## src/rtl/memory_access_stage.sv

```systemverilog
// Memory access (M) pipeline stage: issues one word access at a time to a
// request/acknowledge memory port, stalls upstream while it is outstanding,
// and registers the result into the W stage. Misaligned accesses never reach
// memory; they retire immediately as an exception.
module memory_access_stage (
   input  logic        clk,
   input  logic        reset,
   input  logic        validM,
   input  logic [31:0] PCM,
   input  logic [3:0]  rdM,
   input  logic [31:0] aluResultM,
   input  logic [31:0] op2M,
   input  logic        isLdM,
   input  logic        isStM,
   input  logic        isWbM,
   input  logic        isCallM,
   input  logic        mem_ack,
   input  logic [31:0] mem_rdata,
   output logic        mem_req,
   output logic        mem_we,
   output logic [31:0] mem_addr,
   output logic [31:0] mem_wdata,
   output logic        stallM,
   output logic        validW,
   output logic [31:0] PCW,
   output logic [3:0]  rdW,
   output logic [31:0] aluResultW,
   output logic [31:0] ldResultW,
   output logic        isLdW,
   output logic        isWbW,
   output logic        isCallW,
   output logic        excW
);

   typedef enum logic {IDLE = 1'b0, BUSY = 1'b1} state_t;

   state_t      state_q;
   logic        mem_we_q;
   logic [31:0] mem_addr_q;
   logic [31:0] mem_wdata_q;
   logic        validW_q;
   logic [31:0] PCW_q;
   logic [3:0]  rdW_q;
   logic [31:0] aluResultW_q;
   logic [31:0] ldResultW_q;
   logic        isLdW_q;
   logic        isWbW_q;
   logic        isCallW_q;
   logic        excW_q;

   logic memop;
   logic aligned;
   logic issue;

   assign memop   = validM & (isLdM | isStM);
   assign aligned = (aluResultM[1:0] == 2'b00);
   assign issue   = (state_q == IDLE) & memop & aligned;

   assign stallM  = issue | ((state_q == BUSY) & ~mem_ack);
   assign mem_req = (state_q == BUSY);

   assign mem_we     = mem_we_q;
   assign mem_addr   = mem_addr_q;
   assign mem_wdata  = mem_wdata_q;
   assign validW     = validW_q;
   assign PCW        = PCW_q;
   assign rdW        = rdW_q;
   assign aluResultW = aluResultW_q;
   assign ldResultW  = ldResultW_q;
   assign isLdW      = isLdW_q;
   assign isWbW      = isWbW_q;
   assign isCallW    = isCallW_q;
   assign excW       = excW_q;

   // Access FSM, memory request registers and W-stage pipeline registers.
   always_ff @(posedge clk or posedge reset) begin
      if (reset) begin
         state_q      <= IDLE;
         mem_we_q     <= 1'b0;
         mem_addr_q   <= '0;
         mem_wdata_q  <= '0;
         validW_q     <= 1'b0;
         PCW_q        <= '0;
         rdW_q        <= '0;
         aluResultW_q <= '0;
         ldResultW_q  <= '0;
         isLdW_q      <= 1'b0;
         isWbW_q      <= 1'b0;
         isCallW_q    <= 1'b0;
         excW_q       <= 1'b0;
      end else begin
         case (state_q)
            IDLE: begin
               if (issue) begin
                  state_q     <= BUSY;
                  mem_addr_q  <= aluResultM;
                  mem_wdata_q <= op2M;
                  mem_we_q    <= isStM;
                  validW_q    <= 1'b0;
               end else begin
                  // Pass-through and misaligned-exception retire share one
                  // path: a memop here is necessarily misaligned.
                  validW_q     <= validM;
                  PCW_q        <= PCM;
                  rdW_q        <= rdM;
                  aluResultW_q <= aluResultM;
                  isLdW_q      <= isLdM;
                  isCallW_q    <= isCallM;
                  isWbW_q      <= isWbM & ~memop;
                  excW_q       <= memop;
               end
            end
            BUSY: begin
               if (mem_ack) begin
                  state_q      <= IDLE;
                  validW_q     <= 1'b1;
                  excW_q       <= 1'b0;
                  PCW_q        <= PCM;
                  rdW_q        <= rdM;
                  aluResultW_q <= aluResultM;
                  isLdW_q      <= isLdM;
                  isWbW_q      <= isWbM;
                  isCallW_q    <= isCallM;
                  if (isLdM & ~isStM) ldResultW_q <= mem_rdata;
               end else begin
                  validW_q <= 1'b0;
               end
            end
         endcase
      end
   end

endmodule

```

## config.mk

```make
export PLATFORM = sky130hd
export DESIGN_NAME = memory_access_stage
export DESIGN_NICKNAME = d
export VERILOG_FILES = /design/src/rtl/memory_access_stage.sv
export SDC_FILE = /design/constraint.sdc
export NUM_CORES = 1
export LEC_CHECK = 0
export ABC_AREA = 1
export CORE_MARGIN = 4
export CORE_UTILIZATION = 37
export DETAILED_ROUTE_END_ITERATION = 12
export GPL_ROUTABILITY_DRIVEN = 0
export PLACE_DENSITY = 0.76
export SETUP_SLACK_MARGIN = 0.02
export SYNTH_ARGS = -nofsm -noshare
export SYNTH_HDL_FRONTEND = slang
export SYNTH_SLANG_ARGS = --single-unit
```

## constraint.sdc

```tcl
create_clock -name clk -period 5.9 [get_ports clk]
set_clock_uncertainty 0.2 [all_clocks]
set_input_delay 1.18 -clock clk [delete_from_list [all_inputs] [get_ports clk]]
set_output_delay 1.18 -clock clk [all_outputs]
set_load 0.01 [all_outputs]
```

# Word level (Yosys, flattened, before mapping)
# Cells that the tools add are included.
# op_classes
n_eq_ne	2
muxes	27
n_bitwise	12
n_reduce_logical	4
# ops
op	n
$mux 32	4
$pmux 32 s2	2
$mux 1	12
$pmux 1 s2	6
$mux 4	2
$pmux 4 s2	1
$and 1x1->1	6
$ne 2x2->1 const B	2
$not 1->1	4
$reduce_and 2->1	2
$reduce_and 3->1	1
$logic_not 2->1	1
$or 1x1->1	2
# totals
register_bits	171
inputBits	140
output_inout_bits	172
word_cells	58

# Longest topological paths before layout
# Gate-level depths: netlist of run 1.
# logic_depth
depth_word	6
ltp_mapped	7
mapped_depth_nobuf	6

# Worst setup path before layout of run 1
# OpenSTA, ideal clock, no wires.
# synth_path
kind	in2out
start	input aluResultM[0]
end	output stallM
arrival_time_ps	1928
required_ps	4520
setup_slack_ps	2592
cell_stages	5
n_path_buf	2
path_cell_list	nor2_1 -> nand3_4 -> buf_6 -> buf_6 -> nand2_1
# synth_between
elab_chain_cells	3
# synth_lines
element	line	rtl
start: declaration	11	input logic [31:0] aluResultM,
$logic_not 2->1	56	assign aligned = (aluResultM[1:0] == 2'b00);
$and 1x1->1	57	assign issue = (state_q == IDLE) & memop & aligned;
$or 1x1->1	59	assign stallM = issue | ((state_q == BUSY) & ~mem_ack);
end: declaration	23	output logic stallM,
# Every way passes these cells.

# Worst setup path after layout of run 1
# layout_path
start	input isLdM
end	output stallM
# layout_between
elab_chain_cells	5
# layout_lines
element	line	rtl
start: declaration	13	input logic isLdM,
$or 1x1->1	55	assign memop = validM & (isLdM | isStM);
$and 1x1->1	55	
$and 1x1->1 (2 in a row)	57	
$or 1x1->1	59	
# Every way passes these cells.

==> metrics.md, run 1 <==
| Metric | Value |
|---|---|
| Status | `finished clean` |
| Crit path largest cell delay | `0.59 ns` |
| Antenna viol nets, final | `0` |
| Tot GR Track Use | `0.184` |
| Setup TNS | `0 ns` |
| First-pass GRT wire length | `30.0 mm` |
| Peak fanout along the critical path | `3` |
| Hold crit path type | `flip-flop to flip-flop` |
| Area Overhead vs Synth | `55.5%` |
| Fin crit share | `0.683` |
| R2R Setup Slk | `3.07 ns` |
| Reg-to-Reg End | `mem_addr[4]` |
| Die Height | `143 µm` |
| Setup Crit Path Kind | `input port to output pin` |
| Final Hold Viols | `0` |
| PortBufs | `311` |
| Area of the core | `0.0180 mm²` |
| Post-Syn Instances | `735` |
| Initial antenna violation count | `0` |
| Total power density per cell area | `321 mW/mm²` |
| Top sig layer | `met4` |
| Cell row count | `49` |
| Root Buffer | `clkbuf_16` |
| Worst Min Path Start | `PCW[25]` |
| Worst slew pin tran | `0.983 ns` |
| Final Critical Period | `4.03 ns` |
| Final setup viols | `0` |
| M1 wire length | `7.41 mm` |
| Hold_buf cts | `0` |
| # DRC | `0` |
| Number of buffers and inverters on the critical path | `3` |
| Slew headroom | `0.345` |
| Die area | `0.0205 mm²` |
| Post-DP HPWL | `13.1 mm` |
| Setup Fix Bufs, Post-CTS | `0` |
| Critical-path top delay cell | `clkdlybuf4s50_1` |
| CTS tree | `built` |
| Post-synthesis average cell area | `9.20 µm²` |
| Met3 WL | `2.03 mm` |
| Hold Path End | `PCW[25]` |
| Worst hold path cell count | `2` |
| Bufs on Longest Clock Path | `2` |
| Detailed Routing Iterations Pass 1 | `4` |
| Worst Setup End Kind | `output pin` |
| F_max | `0.248 GHz` |
| Via count | `5740` |
| Worst ir drop on vdd | `0.000186 V` |
| Post-Syn Area | `0.00676 mm²` |
| Leak pwr | `0.00516 µW` |
| Seq cells post-synth | `171` |
| Fraction of layout cells with a size suffix above 1 | `0.0413` |
| Critical path cell sequence | `clkdlybuf4s50_1 > inv_1 > nand2_1 > nand3_4 > nand2_1 > clkdlybuf4s50_1` |
| Post-cts sizing count | `0` |
| Die Wd | `143 µm` |
| Post-Place Setup Slack | `1.78 ns` |
| Fin nets | `1168` |
| Pins Over Slew Limit | `0` |
| Worst r2r path cells | `5` |
| Sequential share of the synthesized area | `0.633` |
| Initial core utilization | `0.376` |
| Filler cell count | `1585` |
| 1st-iter DRT viols | `312` |
| RSZ-0062 raised after global routing | `no` |
| Vias per inst | `4.52` |
| Worst Path Required | `4.52 ns` |
| Syn_nets | `875` |
| H-tree depth | `4` |
| Num CTS Buffers | `17` |
| Crit path launch type | `input port` |
| Reg2reg start | `mem_req` |
| Ys Warns | `0` |
| Io pins | `312` |
| CP top delay family | `buffers and inverters` |
| Clock-pin slew on the worst setup and hold paths | `0.06 ns` |
| Detailed Route WL | `18.9 mm` |
| Vias in the first global route | `5778` |
| Global route overflow | `0` |
| Metal2 WL | `8.97 mm` |
| DR WL/cell | `14.9 µm` |
| Total clock sinks | `171` |
| Crit path arrival time | `2.65 ns` |
| Setup ws final | `1.87 ns` |
| Distinct cells, synth | `16` |
| Max Cap Viol | `0` |
| Skew-Pair Late Insertion Delay | `0.41 ns` |
| N_diodes | `0` |
| Largest net degree at the start of global routing | `172` |
## registers in the layout (all words and copies together) (netlist names), 4 cells and up
register    flops
ldResultW      32
mem_wdata      32
aluResultW     32
PCW            32
mem_addr       32
rdW             4
## area by class of cell
type	instances	area, µm²	share of cell area
Timing Repair Buffer	316	3160	0.301
Multi-Input combinational cell	420	1820	0.174
Clock inverter	14	135	0.0129
Sequential cell	171	4280	0.407
Clock buffer	18	439	0.0418
Tap cell	229	287	0.0273
Inverter	102	387	0.0368
## cells in the final DEF (no fill, tap or decap), types with 2 or more instances in the layout
cell type / synthesis / final
buf_4: 1 / 4
clkbuf_16: 0 / 17
clkdlybuf4s50_1: 0 / 311
clkinv_2: 0 / 2
clkinv_4: 0 / 3
clkinvlp_4: 0 / 4
dfrtp_1: 171 / 171
inv_1: 102 / 101
inv_6: 0 / 4
nand2_1: 250 / 249
nand3_1: 69 / 69
o21ai_0: 77 / 77
o21ai_1: 18 / 18
## Yosys cell counts
library cell / instances / area [µm²]
buf_4: 1 / 7.51
nand3_1: 69 / 345
inv_1: 102 / 383
nand2_1: 250 / 938
buf_6: 13 / 146
o21ai_1: 18 / 90.1
nand2_4: 1 / 11.3
nand4_1: 1 / 6.26
nand4_2: 1 / 12.5
nand3_4: 1 / 17.5
nor2_1: 1 / 3.75
nor2_4: 1 / 11.3
buf_2: 16 / 80.1
o21ai_0: 77 / 385
dfrtp_1: 171 / 4280
clkbuf_1: 12 / 45.0
## worst register-to-register path, cell delays in order, from the launching register on
cell and delay (ns):
dfrtp_1 0.47, nor2_4 0.09, nand3_4 0.07, buf_4 0.69, buf_4 0.88, o21ai_0 0.27
## how the worst max path moves through the flow
stage | startpoint | to | slack (ns) | depth (start not counted)
3_3_place_gp | isLdM | PCW[21] | 1.82 | 8
5_1_grt | isLdM | stallM | 1.76 | 6
6_report | isLdM | stallM | 1.87 | 6
3_5_place_dp | isLdM | mem_addr[4] | 1.78 | 7
4_1_cts | isLdM | stallM | 1.83 | 6
2_1_floorplan | reset | PCW[0] | 2.34 | 1
## power breakdown
part / internal (µW) / switching (µW) / leakage [µW] / total, µW
Combinational: 476 / 351 / 0.00278 / 826
Clock: 601 / 485 / 0.000276 / 1090
Sequential: 1360 / 100 / 0.00211 / 1460
## through the flow
step	utilization	cell area (µm²)	instances	hold slack [ns]	power, µW
after detailed placement	0.553	9940	1238	0.257	2320
after CTS	0.585	10500	1270	0.273	3430
final	0.585	10500	1270	0.267	3370
after global routing	0.585	10500	1270	0.293	3560
after global placement	0.553	9940	1238	0.249	2300
after floorplan	-	6770	735	0.300	1770
## per-layer routing
metal	vias up	track usage
met5	-	0
met4	0	0.0645
met3	26	0.0817
met2	215	0.302
met1	2656	0.214
li1	2843	-
## cell families after synthesis
kind of cell / after synthesis / share of synthesized area
buf+inv: 144 / 0.0979
flops: 171 / 0.633
compound gates: 95 / 0.0703
simple gates: 325 / 0.199
(Power assumes the default switching activity.)
==> run 2, diff against run 1 <==
Clock period 5.9 ns to 3.6 ns, I/O delays scaled along.
==> metrics.md, run 2 (synthesis results as in run 1) <==
| Metric | Value |
|---|---|
| Worst Path Required | `2.68 ns` |
| Final Hold Viols | `0` |
| Final Hold Slack | `0.266 ns` |
| Pins Over Slew Limit | `0` |
| Tot GR Track Use | `0.182` |
| Final setup viols | `0` |
| Die Wd | `143 µm` |
| Most common cell after layout, fill and taps aside | `clkdlybuf4s50_1` |
| Cell row count | `49` |
| Post-DP HPWL | `13.4 mm` |
| Via count | `5728` |
| Comb pwr share | `0.244` |
| Worst ir drop on vdd | `0.000335 V` |
| Detailed Routing Iterations Pass 1 | `4` |
| Die Height | `143 µm` |
| Skew-Pair Late Insertion Delay | `0.41 ns` |
| DR WL/cell | `14.9 µm` |
| N_diodes | `0` |
| Vias in the first global route | `5690` |
| First-pass GRT wire length | `29.4 mm` |
| Post-place instance area | `0.00998 mm²` |
| Final Critical Period | `3.18 ns` |
| Worst slew pin tran | `0.976 ns` |
| Num CTS Buffers | `17` |
| Worst Setup End Kind | `output pin` |
| Reg-to-Reg End | `aluResultW[28]` |
| Status | `finished clean` |
| Slew headroom | `0.349` |
| Bufs on Longest Clock Path | `2` |
| R2R Setup Slk | `1.37 ns` |
| Area of the core | `0.0180 mm²` |
| Internal | `4080 µW` |
| Die area | `0.0205 mm²` |
| Vias per inst | `4.50` |
| Critical path startpoint | `isLdM` |
| Setup TNS | `0 ns` |
| Post-cts sizing count | `0` |
| Net Sw Power | `1520 µW` |
| Global route overflow | `0` |
| Setup Crit Path Kind | `input port to output pin` |
| Crit path largest cell delay | `0.57 ns` |
| Io pins | `312` |
| Total clock sinks | `171` |
| Initial core utilization | `0.376` |
| Critical path cell sequence | `clkdlybuf4s50_1 > inv_1 > nand2_1 > nand3_4 > nand2_1 > clkdlybuf4s50_1` |
| Crit path launch type | `input port` |
| Detailed Route WL | `19.0 mm` |
| Initial antenna violation count | `0` |
| Crit path arrival time | `2.26 ns` |
| H-tree depth | `4` |
| # DRC | `0` |
| Hold_buf cts | `0` |
| Antenna viol nets, final | `0` |
| Clock-pin slew on the worst setup and hold paths | `0.06 ns` |
| F_max | `0.314 GHz` |
| Peak fanout along the critical path | `4` |
| Hold crit path type | `flip-flop to flip-flop` |
| Worst r2r path cells | `6` |
| RSZ-0062 raised after global routing | `no` |
| Most frequent cells in the layout | `clkdlybuf4s50_1 (311), nand2_1 (249), dfrtp_1 (171), inv_1 (101), o21ai_0 (77)` |
| Max Cap Viol | `0` |
| Critical-path top delay cell | `clkdlybuf4s50_1` |
| Fraction of layout cells with a size suffix above 1 | `0.0422` |
| Leak pwr | `0.00519 µW` |
| Setup Fix Bufs, Post-CTS | `0` |
| Post-route design area | `0.0106 mm²` |
| PortBufs | `311` |
| Largest net degree at the start of global routing | `109` |
| Reg2reg start | `mem_req` |
| Post-Place Setup Slack | `0.394 ns` |
| 1st-iter DRT viols | `237` |
| Clock power frac | `0.330` |
| Setup ws final | `0.419 ns` |
| Root Buffer | `clkbuf_16` |
| Fin nets | `1170` |
| CTS tree | `built` |
| Fin crit share | `0.884` |
| Reg power frac | `0.427` |
| Total power density per cell area | `530 mW/mm²` |
| Area Overhead vs Synth | `56.3%` |
| Switch share | `0.272` |
| Setup crit end | `stallM` |
## run 2: cell count changes in the layout (fill, tap and decap cells not counted)
cell,before,now
clkbuf_8,1,2
bufinv_16,1,2
inv_6,4,3
buf_12,1,3
clkbuf_1,0,1
clkinv_4,3,2
inv_8,1,0
## run 2: final cells by class
| cell class | count | area (µm²) |
|---|---|---|
| repair buffers | 318 | 3200 |
| flip-flops and latches | 171 | 4280 |
| fillers | 1587 | 7390 |
| well taps | 229 | 287 |
| clock inverters | 12 | 136 |
| inverters | 102 | 387 |
| clock buffers | 20 | 457 |
| multi-input cells | 420 | 1820 |
## run 2: worst min path at each step
stage,startpoint,to,slack [ns],cells past startpoint
6_report,mem_addr[0],mem_addr[0],0.27,2
5_1_grt,PCW[0],PCW[0],0.29,2
4_1_cts,mem_addr[0],mem_addr[0],0.27,2
3_5_place_dp,mem_addr[0],mem_addr[0],0.25,2
3_3_place_gp,mem_addr[1],mem_addr[1],0.25,2
2_1_floorplan,mem_addr[0],mem_addr[0],0.30,2
## run 2: routing by layer
layer / track usage / vias to the layer above / wire (µm)
li1: - / 2853 / -
met1: 0.218 / 2633 / 7640
met2: 0.297 / 216 / 9020
met3: 0.0760 / 26 / 1880
met4: 0.0585 / 0 / 438
met5: 0 / - / 0
## run 2: critical path, delay by kind of cell
family,cells,cell delay [ns]
AND/OR/NAND/NOR,3,0.37
buffers and inverters,3,1.17
## run 2: stage by stage
step | total power [µW] | util | std cells
3_5_place_dp | 3800 | 0.556 | 1240
2_1_floorplan | 2900 | - | 735
6_report | 5600 | 0.589 | 1272
5_1_grt | 5910 | 0.589 | 1272
4_1_cts | 5680 | 0.589 | 1272
3_3_place_gp | 3780 | 0.556 | 1240
## run 2: power groups by stage
stage	Clock (µW)	Combinational [µW]	Sequential (µW)
finish	1850	1360	2390
global route	1990	1490	2430
CTS	1900	1390	2390
detailed placement	0	1390	2420
global placement	0	1370	2410
floorplan	0	338	2560
==> run 3, diff against run 2 <==
Settings changed: CORE_MARGIN 4 to 2.
==> metrics.md, run 3 (synthesis results as in run 1) <==
| Metric | Value |
|---|---|
| F_max | `0.319 GHz` |
| Total clock sinks | `171` |
| Tot GR Track Use | `0.195` |
| H-tree depth | `4` |
| Setup Fix Bufs, Post-CTS | `0` |
| Detailed Routing Iterations Pass 1 | `5` |
| Cell row count | `49` |
| Reg-to-Reg End | `rdW[1]` |
| CTS tree | `built` |
| Fin crit share | `0.871` |
| Final setup viols | `0` |
| Placed cell count | `1244` |
| 1st-iter DRT viols | `290` |
| Setup Crit Path Kind | `input port to output pin` |
| Die area | `0.0194 mm²` |
| Post-layout util | `0.589` |
| Initial antenna violation count | `0` |
| Io pins | `312` |
| Vias per inst | `4.60` |
| Worst hold path cell count | `2` |
| Non-Filler Instances | `1275` |
| Vias in the first global route | `5766` |
| Most frequent cells in the layout | `clkdlybuf4s50_1 (311), nand2_1 (249), dfrtp_1 (171), inv_1 (101), o21ai_0 (77)` |
| Slew headroom | `0.351` |
| Die Height | `139 µm` |
| Final Hold Slack | `0.266 ns` |
| Detailed Route WL | `18.7 mm` |
| R2R Setup Slk | `1.31 ns` |
| Hold crit path type | `flip-flop to flip-flop` |
| Antenna viol nets, final | `0` |
| Worst Min Path Start | `mem_addr[1]` |
| Reg2reg start | `mem_req` |
| Most common cell after layout, fill and taps aside | `clkdlybuf4s50_1` |
| Worst r2r path cells | `6` |
| Crit path arrival time | `2.22 ns` |
| Critical-path top delay cell | `clkdlybuf4s50_1` |
| Pins Over Slew Limit | `0` |
| Critical path cell sequence | `clkdlybuf4s50_1 > inv_1 > nand2_1 > nand3_4 > nand2_1 > clkdlybuf4s50_1` |
| RSZ-0062 raised after global routing | `no` |
| DR WL/cell | `14.7 µm` |
| PortBufs | `311` |
| Max Cap Viol | `0` |
| Via count | `5862` |
| Crit path largest cell delay | `0.54 ns` |
| Setup TNS | `0 ns` |
| Worst ir drop on vdd | `0.000312 V` |
| Worst Path Required | `2.68 ns` |
| N_diodes | `0` |
| Skew-Pair Late Insertion Delay | `0.42 ns` |
| Hold_buf cts | `0` |
| Fraction of layout cells with a size suffix above 1 | `0.0459` |
| Largest net degree at the start of global routing | `106` |
| Bufs on Longest Clock Path | `2` |
| Total power density per cell area | `530 mW/mm²` |
| Post-DP HPWL | `13.2 mm` |
| Area Overhead vs Synth | `56.6%` |
| Peak fanout along the critical path | `4` |
| Num CTS Buffers | `17` |
| Crit path launch type | `input port` |
| Fin nets | `1174` |
| Die Wd | `139 µm` |
| Post-cts sizing count | `0` |
| Hold Path End | `mem_addr[1]` |
| Global route overflow | `0` |
| Worst Setup End Kind | `output pin` |
| Clock-pin slew on the worst setup and hold paths | `0.06 ns` |
| Worst slew pin tran | `0.973 ns` |
| Status | `finished clean` |
| Area of the core | `0.0180 mm²` |
| Root Buffer | `clkbuf_16` |
| First-pass GRT wire length | `30.1 mm` |
| Final Critical Period | `3.14 ns` |
| Initial core utilization | `0.376` |
| # DRC | `0` |
| Leak pwr | `0.00520 µW` |
| Final Hold Viols | `0` |
-- run 3: report_power, final --
| group | total (µW) | internal (µW) | leakage (µW) | switching, µW |
|---|---|---|---|---|
| Sequential | 2390 | 2230 | 0.00211 | 167 |
| Combinational | 1370 | 786 | 0.00281 | 583 |
| Clock | 1850 | 1070 | 0.000284 | 783 |
| Total | 5610 | 4080 | 0.00520 | 1530 |
-- run 3: routing by layer --
metal | wire (µm) | up-vias | global-route usage
met5 | 0 | - | 0
met4 | 537 | 0 | 0.0803
met3 | 1630 | 39 | 0.0718
li1 | - | 2860 | -
met2 | 8920 | 233 | 0.319
met1 | 7660 | 2730 | 0.233
-- run 3: layout make-up --
class	instances	area [µm²]
Fill cell	1578	7370
Sequential cell	171	4280
Timing Repair Buffer	322	3220
Multi-Input combinational cell	420	1820
Clock buffer	19	453
Inverter	102	387
Tap cell	229	287
Clock inverter	12	139
-- run 3: worst max path at each step --
stage,startpoint,to,slack (ns),depth (start not counted)
2_1_floorplan,reset,PCW[0],0.50,1
6_report,isLdM,stallM,0.46,6
5_1_grt,isLdM,stallM,0.42,6
3_5_place_dp,isLdM,stallM,0.47,6
4_1_cts,isLdM,stallM,0.47,6
3_3_place_gp,isLdM,stallM,0.49,6
-- run 3: worst max-delay path, delay by kind of cell --
family,cells,cell delay (ns)
buffers and inverters,3,1.11
AND/OR/NAND/NOR,3,0.38
-- run 3: through the flow --
stage | worst slack, ns | power (µW) | instance area (µm²)
finish | 0.464 | 5610 | 10600
global route | 0.419 | 5890 | 10600
global placement | 0.493 | 3770 | 10000
detailed placement | 0.473 | 3810 | 10000
CTS | 0.469 | 5680 | 10600
floorplan | 0.497 | 2900 | 6770
